`config.mk`:
```
export PLATFORM = sky130hd
export DESIGN_NAME = md_alu_ctrl
export DESIGN_NICKNAME = d
export VERILOG_FILES = /design/src/rtl/riscv_pkg.sv /design/src/rtl/md_iter_unit.sv /design/src/rtl/md_alu_ctrl.sv
export SDC_FILE = /design/constraint.sdc
export NUM_CORES = 1
export LEC_CHECK = 0
export ABC_AREA = 1
export BUFFER_PORTS_ARGS = -buffer_cell sky130_fd_sc_hd__buf_2
export CAP_MARGIN = 25
export CELL_PAD_IN_SITES_DETAIL_PLACEMENT = 0
export CELL_PAD_IN_SITES_GLOBAL_PLACEMENT = 1
export CORE_AREA = 2 2 156 273
export DETAILED_ROUTE_END_ITERATION = 8
export DIE_AREA = 0 0 158 275
export PLACE_DENSITY = 0.94
export SLEW_MARGIN = 20
export SYNTH_ARGS = -nofsm -noshare
export SYNTH_HDL_FRONTEND = slang
export SYNTH_SLANG_ARGS = --single-unit
```
`constraint.sdc`:
```
create_clock -name i_Clk -period 4.4 [get_ports i_Clk]
set_input_delay 0.22 -clock i_Clk [delete_from_list [all_inputs] [get_ports i_Clk]]
set_output_delay 0.22 -clock i_Clk [all_outputs]
set_load 0.05 [all_outputs]
```
`src/rtl/riscv_pkg.sv`:
```
// Shared RISC-V EX-stage definitions.
// Purpose : ALUOp encodings, ALU control codes, funct3/funct7 names, the
//           RV32M operation enum, the multiply/divide FSM state enum, and the
//           base funct3 -> ALU code mapping used by R- and I-type decode.
// Ports   : none (package).
package riscv_pkg;

  // ALUOp from main control.
  localparam logic [2:0] ALUOP_LS  = 3'b000;  // load/store address add
  localparam logic [2:0] ALUOP_B   = 3'b001;  // branch compare
  localparam logic [2:0] ALUOP_R   = 3'b010;  // register-register
  localparam logic [2:0] ALUOP_I   = 3'b011;  // register-immediate
  localparam logic [2:0] ALUOP_LUI = 3'b100;  // pass operand B

  // ALU control codes. Code 0 is reserved for "no operation / undefined",
  // which is also what an M op drives onto the ALU.
  localparam logic [3:0] ALU_NONE  = 4'd0;
  localparam logic [3:0] ALU_ADD   = 4'd1;
  localparam logic [3:0] ALU_SUB   = 4'd2;
  localparam logic [3:0] ALU_SLL   = 4'd3;
  localparam logic [3:0] ALU_SLT   = 4'd4;
  localparam logic [3:0] ALU_SLTU  = 4'd5;
  localparam logic [3:0] ALU_XOR   = 4'd6;
  localparam logic [3:0] ALU_SRL   = 4'd7;
  localparam logic [3:0] ALU_SRA   = 4'd8;
  localparam logic [3:0] ALU_OR    = 4'd9;
  localparam logic [3:0] ALU_AND   = 4'd10;
  localparam logic [3:0] ALU_PASSB = 4'd11;

  // funct3 values; the suffix is the funct3 value itself.
  localparam logic [2:0] F3_TYPE0 = 3'd0;  // ADD/SUB, BEQ, MUL
  localparam logic [2:0] F3_TYPE1 = 3'd1;  // SLL, BNE
  localparam logic [2:0] F3_TYPE2 = 3'd2;  // SLT
  localparam logic [2:0] F3_TYPE3 = 3'd3;  // SLTU
  localparam logic [2:0] F3_TYPE4 = 3'd4;  // XOR, BLT
  localparam logic [2:0] F3_TYPE5 = 3'd5;  // SRL/SRA, BGE
  localparam logic [2:0] F3_TYPE6 = 3'd6;  // OR, BLTU
  localparam logic [2:0] F3_TYPE7 = 3'd7;  // AND, BGEU

  localparam logic [6:0] F7_TYPE0  = 7'b0000000;
  localparam logic [6:0] F7_TYPE32 = 7'b0100000;
  localparam logic [6:0] F7_TYPE1  = 7'b0000001;  // RV32M group

  typedef enum logic [2:0] {
    MD_MUL, MD_MULH, MD_MULHSU, MD_MULHU,
    MD_DIV, MD_DIVU, MD_REM, MD_REMU
  } md_op_e;

  typedef enum logic [1:0] {
    MD_IDLE, MD_CALC, MD_DONE
  } md_state_e;

  // funct3 -> ALU code for the funct7 = 0 flavour of R/I-type ops.
  function automatic logic [3:0] alu_base(input logic [2:0] f3);
    logic [3:0] code;
    case (f3)
      F3_TYPE0: code = ALU_ADD;
      F3_TYPE1: code = ALU_SLL;
      F3_TYPE2: code = ALU_SLT;
      F3_TYPE3: code = ALU_SLTU;
      F3_TYPE4: code = ALU_XOR;
      F3_TYPE5: code = ALU_SRL;
      F3_TYPE6: code = ALU_OR;
      default:  code = ALU_AND;
    endcase
    return code;
  endfunction

endpackage

```
`src/rtl/md_iter_unit.sv`:
```
// Iterative multiply/divide datapath.
// Purpose : holds the working {hi, lo} pair and the latched second operand,
//           and advances UNROLL bits of shift-add multiply or restoring divide
//           per step. Operands are unsigned magnitudes; sign handling is done
//           by the caller.
//   multiply: lo starts as the multiplier, hi accumulates; final {hi,lo} is
//             the 2*XLEN product.
//   divide  : lo starts as the dividend and ends as the quotient; hi ends as
//             the remainder.
// Ports   : i_Clk, i_Rst_n   clock, async active-low reset
//           i_Load           load i_A/i_B/i_IsDiv, clear hi
//           i_Step           commit one UNROLL-bit step
//           i_IsDiv          operation kind captured on load
//           i_A, i_B         multiplier/dividend, multiplicand/divisor
//           o_HiNxt, o_LoNxt value of {hi,lo} after the step in progress
module md_iter_unit #(
  parameter int XLEN   = 32,
  parameter int UNROLL = 1
) (
  input  logic            i_Clk,
  input  logic            i_Rst_n,
  input  logic            i_Load,
  input  logic            i_Step,
  input  logic            i_IsDiv,
  input  logic [XLEN-1:0] i_A,
  input  logic [XLEN-1:0] i_B,
  output logic [XLEN-1:0] o_HiNxt,
  output logic [XLEN-1:0] o_LoNxt
);

  logic [XLEN-1:0] r_hi, r_lo, r_b;
  logic            r_is_div;

  logic [XLEN-1:0] w_hi, w_lo, w_addend;
  logic [XLEN:0]   w_sum, w_shift;

  always_comb begin
    w_hi     = r_hi;
    w_lo     = r_lo;
    w_addend = '0;
    w_sum    = '0;
    w_shift  = '0;
    for (int k = 0; k < UNROLL; k++) begin
      if (r_is_div) begin
        // Shift the next dividend bit into the partial remainder. The
        // subtraction is done on XLEN bits: when it is taken the true
        // difference is below r_b, so the dropped top bit is always zero.
        w_shift = {w_hi, w_lo[XLEN-1]};
        w_lo    = {w_lo[XLEN-2:0], 1'b0};
        if (w_shift >= {1'b0, r_b}) begin
          w_hi    = w_shift[XLEN-1:0] - r_b;
          w_lo[0] = 1'b1;
        end else begin
          w_hi    = w_shift[XLEN-1:0];
        end
      end else begin
        w_addend = w_lo[0] ? r_b : '0;
        w_sum    = {1'b0, w_hi} + {1'b0, w_addend};
        w_lo     = {w_sum[0], w_lo[XLEN-1:1]};
        w_hi     = w_sum[XLEN:1];
      end
    end
  end

  assign o_HiNxt = w_hi;
  assign o_LoNxt = w_lo;

  always_ff @(posedge i_Clk or negedge i_Rst_n) begin
    if (!i_Rst_n) begin
      r_hi     <= '0;
      r_lo     <= '0;
      r_b      <= '0;
      r_is_div <= 1'b0;
    end else if (i_Load) begin
      r_hi     <= '0;
      r_lo     <= i_A;
      r_b      <= i_B;
      r_is_div <= i_IsDiv;
    end else if (i_Step) begin
      r_hi     <= w_hi;
      r_lo     <= w_lo;
    end
  end

endmodule

```
`src/rtl/md_alu_ctrl.sv`:
```
// EX-stage ALU control decoder with an RV32M multiply/divide engine.
// Purpose : combinational RV32I ALU control decode; RV32M ops run on an
//           iterative engine that stalls the pipeline and returns the result
//           with a one-cycle done strobe.
// Ports   : i_Clk, i_Rst_n        clock, async active-low reset
//           i_ALUOp/i_Funct3/i_Funct7  instruction decode fields
//           i_Valid, i_Flush       EX instruction valid / kill
//           i_OpA, i_OpB           rs1/rs2 operands
//           o_ALUControlLines      ALU control code (0 for M ops/undefined)
//           o_IsMD                 instruction is an M op
//           o_Stall                hold IF/ID/EX
//           o_MDResult, o_MDDone   registered M-op result and its strobe
//
// Handshake: an M op is taken when i_Valid && o_IsMD && !i_Flush in IDLE.
// From that cycle o_Stall holds the instruction in EX until the DONE cycle,
// where o_Stall drops and o_MDDone/o_MDResult are presented so the
// instruction retires as the pipeline advances. DONE never takes a new op.
module md_alu_ctrl
  import riscv_pkg::*;
#(
  parameter int XLEN   = 32,
  parameter int UNROLL = 1
) (
  input  logic            i_Clk,
  input  logic            i_Rst_n,
  input  logic [2:0]      i_ALUOp,
  input  logic [2:0]      i_Funct3,
  input  logic [6:0]      i_Funct7,
  input  logic            i_Valid,
  input  logic            i_Flush,
  input  logic [XLEN-1:0] i_OpA,
  input  logic [XLEN-1:0] i_OpB,
  output logic [3:0]      o_ALUControlLines,
  output logic            o_IsMD,
  output logic            o_Stall,
  output logic [XLEN-1:0] o_MDResult,
  output logic            o_MDDone
);

  localparam int N  = XLEN / UNROLL;
  localparam int CW = $clog2(N + 1);
  localparam logic [XLEN-1:0] MIN_NEG = {1'b1, {(XLEN-1){1'b0}}};

  md_state_e       r_state, w_state_nxt;
  logic [CW-1:0]   r_iter;
  md_op_e          r_op;
  logic            r_neg;
  logic [XLEN-1:0] r_result;

  // ---------------- decode ----------------
  logic [3:0] w_lines;
  logic       w_is_md;

  always_comb begin
    w_lines = ALU_NONE;
    w_is_md = (i_ALUOp == ALUOP_R) && (i_Funct7 == F7_TYPE1);
    case (i_ALUOp)
      ALUOP_LS:  w_lines = ALU_ADD;
      ALUOP_B: begin
        case (i_Funct3)
          F3_TYPE0, F3_TYPE1: w_lines = ALU_SUB;
          F3_TYPE4, F3_TYPE5: w_lines = ALU_SLT;
          F3_TYPE6, F3_TYPE7: w_lines = ALU_SLTU;
          default:            w_lines = ALU_NONE;
        endcase
      end
      ALUOP_R: begin
        if (i_Funct7 == F7_TYPE0)
          w_lines = alu_base(i_Funct3);
        else if (i_Funct7 == F7_TYPE32 && i_Funct3 == F3_TYPE0)
          w_lines = ALU_SUB;
        else if (i_Funct7 == F7_TYPE32 && i_Funct3 == F3_TYPE5)
          w_lines = ALU_SRA;
      end
      ALUOP_I: begin
        // Only the shift immediates carry funct7; all others ignore it.
        if (i_Funct3 == F3_TYPE1)
          w_lines = (i_Funct7 == F7_TYPE0) ? ALU_SLL : ALU_NONE;
        else if (i_Funct3 == F3_TYPE5)
          w_lines = (i_Funct7 == F7_TYPE0)  ? ALU_SRL :
                    (i_Funct7 == F7_TYPE32) ? ALU_SRA : ALU_NONE;
        else
          w_lines = alu_base(i_Funct3);
      end
      ALUOP_LUI: w_lines = ALU_PASSB;
      default:   w_lines = ALU_NONE;
    endcase
    if (w_is_md) w_lines = ALU_NONE;
  end

  assign o_ALUControlLines = w_lines;
  assign o_IsMD            = w_is_md;

  // ---------------- operand preparation ----------------
  md_op_e          w_op;
  logic            w_a_neg, w_b_neg, w_res_neg;
  logic            w_div_zero, w_ovf, w_special, w_accept;
  logic [XLEN-1:0] w_mag_a, w_mag_b, w_special_res;

  assign w_op = md_op_e'(i_Funct3);

  always_comb begin
    w_a_neg = i_OpA[XLEN-1] && (w_op inside {MD_MULH, MD_MULHSU, MD_DIV, MD_REM});
    w_b_neg = i_OpB[XLEN-1] && (w_op inside {MD_MULH, MD_DIV, MD_REM});
    // MUL low half is sign-independent; remainder takes the dividend's sign.
    case (w_op)
      MD_MULH, MD_MULHSU, MD_DIV: w_res_neg = w_a_neg ^ w_b_neg;
      MD_REM:                     w_res_neg = w_a_neg;
      default:                    w_res_neg = 1'b0;
    endcase
    w_mag_a = w_a_neg ? -i_OpA : i_OpA;
    w_mag_b = w_b_neg ? -i_OpB : i_OpB;

    w_div_zero = i_Funct3[2] && (i_OpB == '0);
    w_ovf      = (w_op inside {MD_DIV, MD_REM}) && (i_OpA == MIN_NEG) && (i_OpB == '1);
    w_special  = w_div_zero || w_ovf;
    if (w_div_zero)
      w_special_res = (w_op inside {MD_DIV, MD_DIVU}) ? '1 : i_OpA;
    else
      w_special_res = (w_op == MD_DIV) ? MIN_NEG : '0;
  end

  assign w_accept = (r_state == MD_IDLE) && i_Valid && w_is_md && !i_Flush;

  // ---------------- iterative engine ----------------
  logic [XLEN-1:0]   w_hi_nxt, w_lo_nxt, w_fix_res;
  logic [2*XLEN-1:0] w_prod, w_prod_fix;

  md_iter_unit #(.XLEN(XLEN), .UNROLL(UNROLL)) u_iter (
    .i_Clk   (i_Clk),
    .i_Rst_n (i_Rst_n),
    .i_Load  (w_accept && !w_special),
    .i_Step  ((r_state == MD_CALC) && !i_Flush),
    .i_IsDiv (i_Funct3[2]),
    .i_A     (w_mag_a),
    .i_B     (w_mag_b),
    .o_HiNxt (w_hi_nxt),
    .o_LoNxt (w_lo_nxt)
  );

  // Sign fix-up applied to the engine's state after the final step.
  always_comb begin
    w_prod     = {w_hi_nxt, w_lo_nxt};
    w_prod_fix = r_neg ? -w_prod : w_prod;
    case (r_op)
      MD_MUL:                       w_fix_res = w_prod_fix[XLEN-1:0];
      MD_MULH, MD_MULHSU, MD_MULHU: w_fix_res = w_prod_fix[2*XLEN-1:XLEN];
      MD_DIV, MD_DIVU:              w_fix_res = r_neg ? -w_lo_nxt : w_lo_nxt;
      default:                      w_fix_res = r_neg ? -w_hi_nxt : w_hi_nxt;
    endcase
  end

  // ---------------- FSM ----------------
  always_comb begin
    w_state_nxt = r_state;
    case (r_state)
      MD_IDLE: if (w_accept) w_state_nxt = w_special ? MD_DONE : MD_CALC;
      MD_CALC: begin
        if (i_Flush)                 w_state_nxt = MD_IDLE;
        else if (r_iter == CW'(1))   w_state_nxt = MD_DONE;
      end
      default: w_state_nxt = MD_IDLE;
    endcase
  end

  always_ff @(posedge i_Clk or negedge i_Rst_n) begin
    if (!i_Rst_n) begin
      r_state  <= MD_IDLE;
      r_iter   <= '0;
      r_op     <= MD_MUL;
      r_neg    <= 1'b0;
      r_result <= '0;
    end else begin
      r_state <= w_state_nxt;
      if (w_accept) begin
        r_op  <= w_op;
        r_neg <= w_res_neg;
        if (w_special) r_result <= w_special_res;
        else           r_iter   <= CW'(N);
      end else if ((r_state == MD_CALC) && !i_Flush) begin
        r_iter <= r_iter - CW'(1);
        if (r_iter == CW'(1)) r_result <= w_fix_res;
      end
    end
  end

  // Reset is included so the pipeline is never held while in reset.
  assign o_Stall    = i_Rst_n && !i_Flush &&
                      (((r_state == MD_IDLE) && i_Valid && w_is_md) || (r_state == MD_CALC));
  assign o_MDResult = r_result;
  assign o_MDDone   = (r_state == MD_DONE);

endmodule

```
==> key figures <==
Yosys
  • Post-synth EDFFs: 0
  • Top-count cell post-synth: nand2_1
  • Post-Synthesis Cells: 3073
  • Synth Warn #: 0
  • Top cells by count, synth: nand2_1 (930), inv_1 (442), nor2_1 (307)
  • Net count after synthesis: 3232
  • Netlist cell types: 56
  • Top cells by area, synth: dfrtp_1 (20%), nand2_1 (19%), inv_1 (9.2%)
  • Synthesis-stage register bit count: 141
  • Mapped cell area: 0.01796 mm^2
  • Prevailing post-synth register cell: dfrtp_1
  • Mean Syn Cell Area: 5.844 um^2
  • Post-synth top area share: 19.65%
  • Async set or reset register ratio after synthesis: 100.0%
  • Synth area leader: dfrtp_1
  • Share of the yosys chip area belonging to registers: 19.65%

Timing
  • Max-slew headroom: 26.00%
  • Post-route minimum period: 4.256 ns
  • Fin crit share: 96.74%
  • Final setup vio count: 0
  • Worst slew pin tran: 1.102 ns
  • FMAX: 0.2349 GHz
  • Final hold viol count: 0
  • Max-slew violation count: 0
  • Setup Skew: 0.01339 ns
  • Setup TNS: 0 ns
  • PnR worst setup slack: 0.1436 ns

Job
  • Max Cap Viol: 0

Placement
  • DP Area: 0.01981 mm^2
  • I/O Buffers: 119
  • Post-DP HPWL: 70580 um
  • Post-placement setup slack: 0.03031 ns
  • Final RePlAce weighted congestion: 1.192

Global routing
  • GR Overflow Total: 0
  • Number of global-route vias before repair: 21880
  • Total track usage: 41.08%
  • Largest net degree at the start of global routing: 85
  • Initial antenna violation count: 0
  • First-pass GRT wire length: 131200 um

Cells and area
  • P&R area growth vs syn: 16.71%
  • Reg area: 0.003537 mm^2
  • Layout cell share with drive strength beyond 1: 16.47%
  • Nets: 3431
  • Area occupied by multi-input gates: 0.01262 mm^2
  • Post-Layout Inst Area: 0.02096 mm^2
  • Layout fillers: 4518

Power
  • Pleak: 10.84 nW
  • Int Pwr: 2.375 mW
  • Logic pwr share: 21.9%
  • P per Cell Area: 175.6 mW/mm^2
  • VDD IR max: 294.6 uV
  • Design Power: 3.680 mW
  • Sequential power share: 36.3%
  • P_sw: 1.305 mW
  • Clock power frac: 41.8%
  • Switching share of power: 35.46%

Floorplan
  • Die area: 0.04345 mm^2
  • Core Box Area: 0.04137 mm^2
  • Initial Util: 43.41%
  • Top Ports: 120
  • Die W: 158 um
  • Rows: 99
  • Die height: 275 um

Clocking
  • Clock Sinks: 141
  • Clock slew at reported path FFs: 0.07 ns
  • Clock latency at the later pin of the worst-skew pair: 0.47 ns
  • H-tree level count: 4
  • Root buf cell: clkbuf_16
  • CTS Buffer Depth: 2
  • CTS tree: yes
  • Num CTS Buffers: 17

Critical path
  • Crit path max-delay cell type: dfrtp_1
  • Startpoint types: register
  • Worst path required time: 4.75 ns
  • R2R depth: 26
  • Slowest stage delay, CP: 0.41 ns
  • Crit path DAT: 4.60 ns
  • Worst Path Max Fanout: 6
  • Critical path type: register to register
  • Crit end category: register

Min path
  • Hold Path Depth: 3
  • Worst Hold Class: input pin to register

Drt
  • WL/cell: 22.75 um
  • Residual DRC count: 0
  • DR pass1 iterations: 8
  • Initial DRC count: 1883
  • Via count: 22000
  • Drt total wl: 87410 um
  • Post-route ant nets: 0
  • Vias/cell: 5.726

Run status
  • Status: finished, final reports clean
metrics by stage:
| step | instances | utilization, % | hold WS, ns |
|---|---|---|---|
| finish | 3842 | 50.66 | 0.1047 |
| global route | 3840 | 50.65 | 0.1342 |
| CTS | 3817 | 49.34 | 0.09417 |
| detailed placement | 3784 | 47.89 | 0.1707 |
| global placement | 3783 | 47.88 | 0.1734 |
| floorplan | 3073 | - | -0.07559 |
layout make-up:
cell class | instances | share of cell area [%]
Tap cell | 555 | 3.313
Multi-Input combinational cell | 2381 | 60.22
Antenna cell | 2 | 0.02388
Clock buffer | 18 | 2.095
Inverter | 454 | 8.131
Timing Repair Buffer | 277 | 8.650
Sequential cell | 141 | 16.88
Clock inverter | 14 | 0.6925
placed cells by master (no fill, tap or decap), types with 6 or more instances in the layout:
master,count
nand2_1,912
inv_1,439
nor2_1,300
nand3_1,241
buf_4,154
o21ai_0,151
a21oi_1,142
dfrtp_1,136
buf_2,119
xor2_1,76
nand4_1,59
nor3_1,56
ha_1,52
nand2_2,50
xnor2_1,32
nand3_2,31
o221ai_1,30
nor2_2,29
or2_2,25
o21ai_1,22
o22ai_1,22
clkbuf_16,17
nor2_4,14
nand3b_1,14
inv_2,13
ha_4,13
nor4_1,11
o211ai_1,11
ha_2,11
o21bai_1,9
a21oi_2,8
inv_6,8
nor3_2,6
o21ai_2,6
sequential cells by signal (all words and copies together) (netlist names):
register	count
o_MDResult	32
r_iter	6
r_neg	1
r_op	3
r_state	2
u_iter.r_b	32
u_iter.r_hi	32
u_iter.r_is_div	1
u_iter.r_lo	32
path summary, 6_finish.rpt:
kind	from	end	slack, ns
hold reg to reg	r_iter[2]	r_iter[2]	0.50
setup reg to reg	u_iter.r_b[17]	o_MDResult[12]	0.14
min in group asynchronous	i_Rst_n	o_MDResult[7]	0.26
setup / recovery	u_iter.r_b[17]	o_MDResult[12]	0.14
max in group asynchronous	i_Rst_n	r_neg	3.12
hold / removal	i_Funct3[0]	r_op[0]	0.10
critical path, delay by kind of cell, from the launching register on:
family	cells	cell delay, ns
AO/OA/AOI/OAI	5	0.84
adder cells (fa/ha/maj)	2	0.57
buffers and inverters	1	0.06
flip-flops	1	0.41
AND/OR/NAND/NOR	18	2.25
power by group through the flow:
stage	clock network (mW)	registers, mW	logic, mW
after CTS	1.54	1.34	0.764
after floorplan	0	1.37	0.405
final	1.54	1.34	0.805
after global routing	1.58	1.34	0.869
after detailed placement	0	1.36	0.759
after global placement	0	1.36	0.759
routing by layer:
layer,up-vias,wire length (um),GRT usage [%]
met3,580,5701,9.499
met5,-,0,0
met1,10070,27190,37.58
met2,1072,41940,69.63
li1,10280,-,-
met4,0,12580,46.49
what timing repair did:
action,in CTS,in global routing
setup endpoints to repair,1,24
endpoints found under the hold margin,35,0
cloned,0,0
resized for setup,1,81
buffers inserted,0,23
hold buffers,1,0
pin swaps,0,16
cells by family after synthesis:
| group | share of synthesized area [%] |
|---|---|
| DFF | 19.65 |
| and+or+nand+nor | 43.73 |
| buffers and inverters | 12.20 |
| xor gates and xnor gates | 5.267 |
| AOI/OAI and AO/OA | 13.64 |
| adders and majority gates | 5.518 |
(Power assumes the default switching activity.)
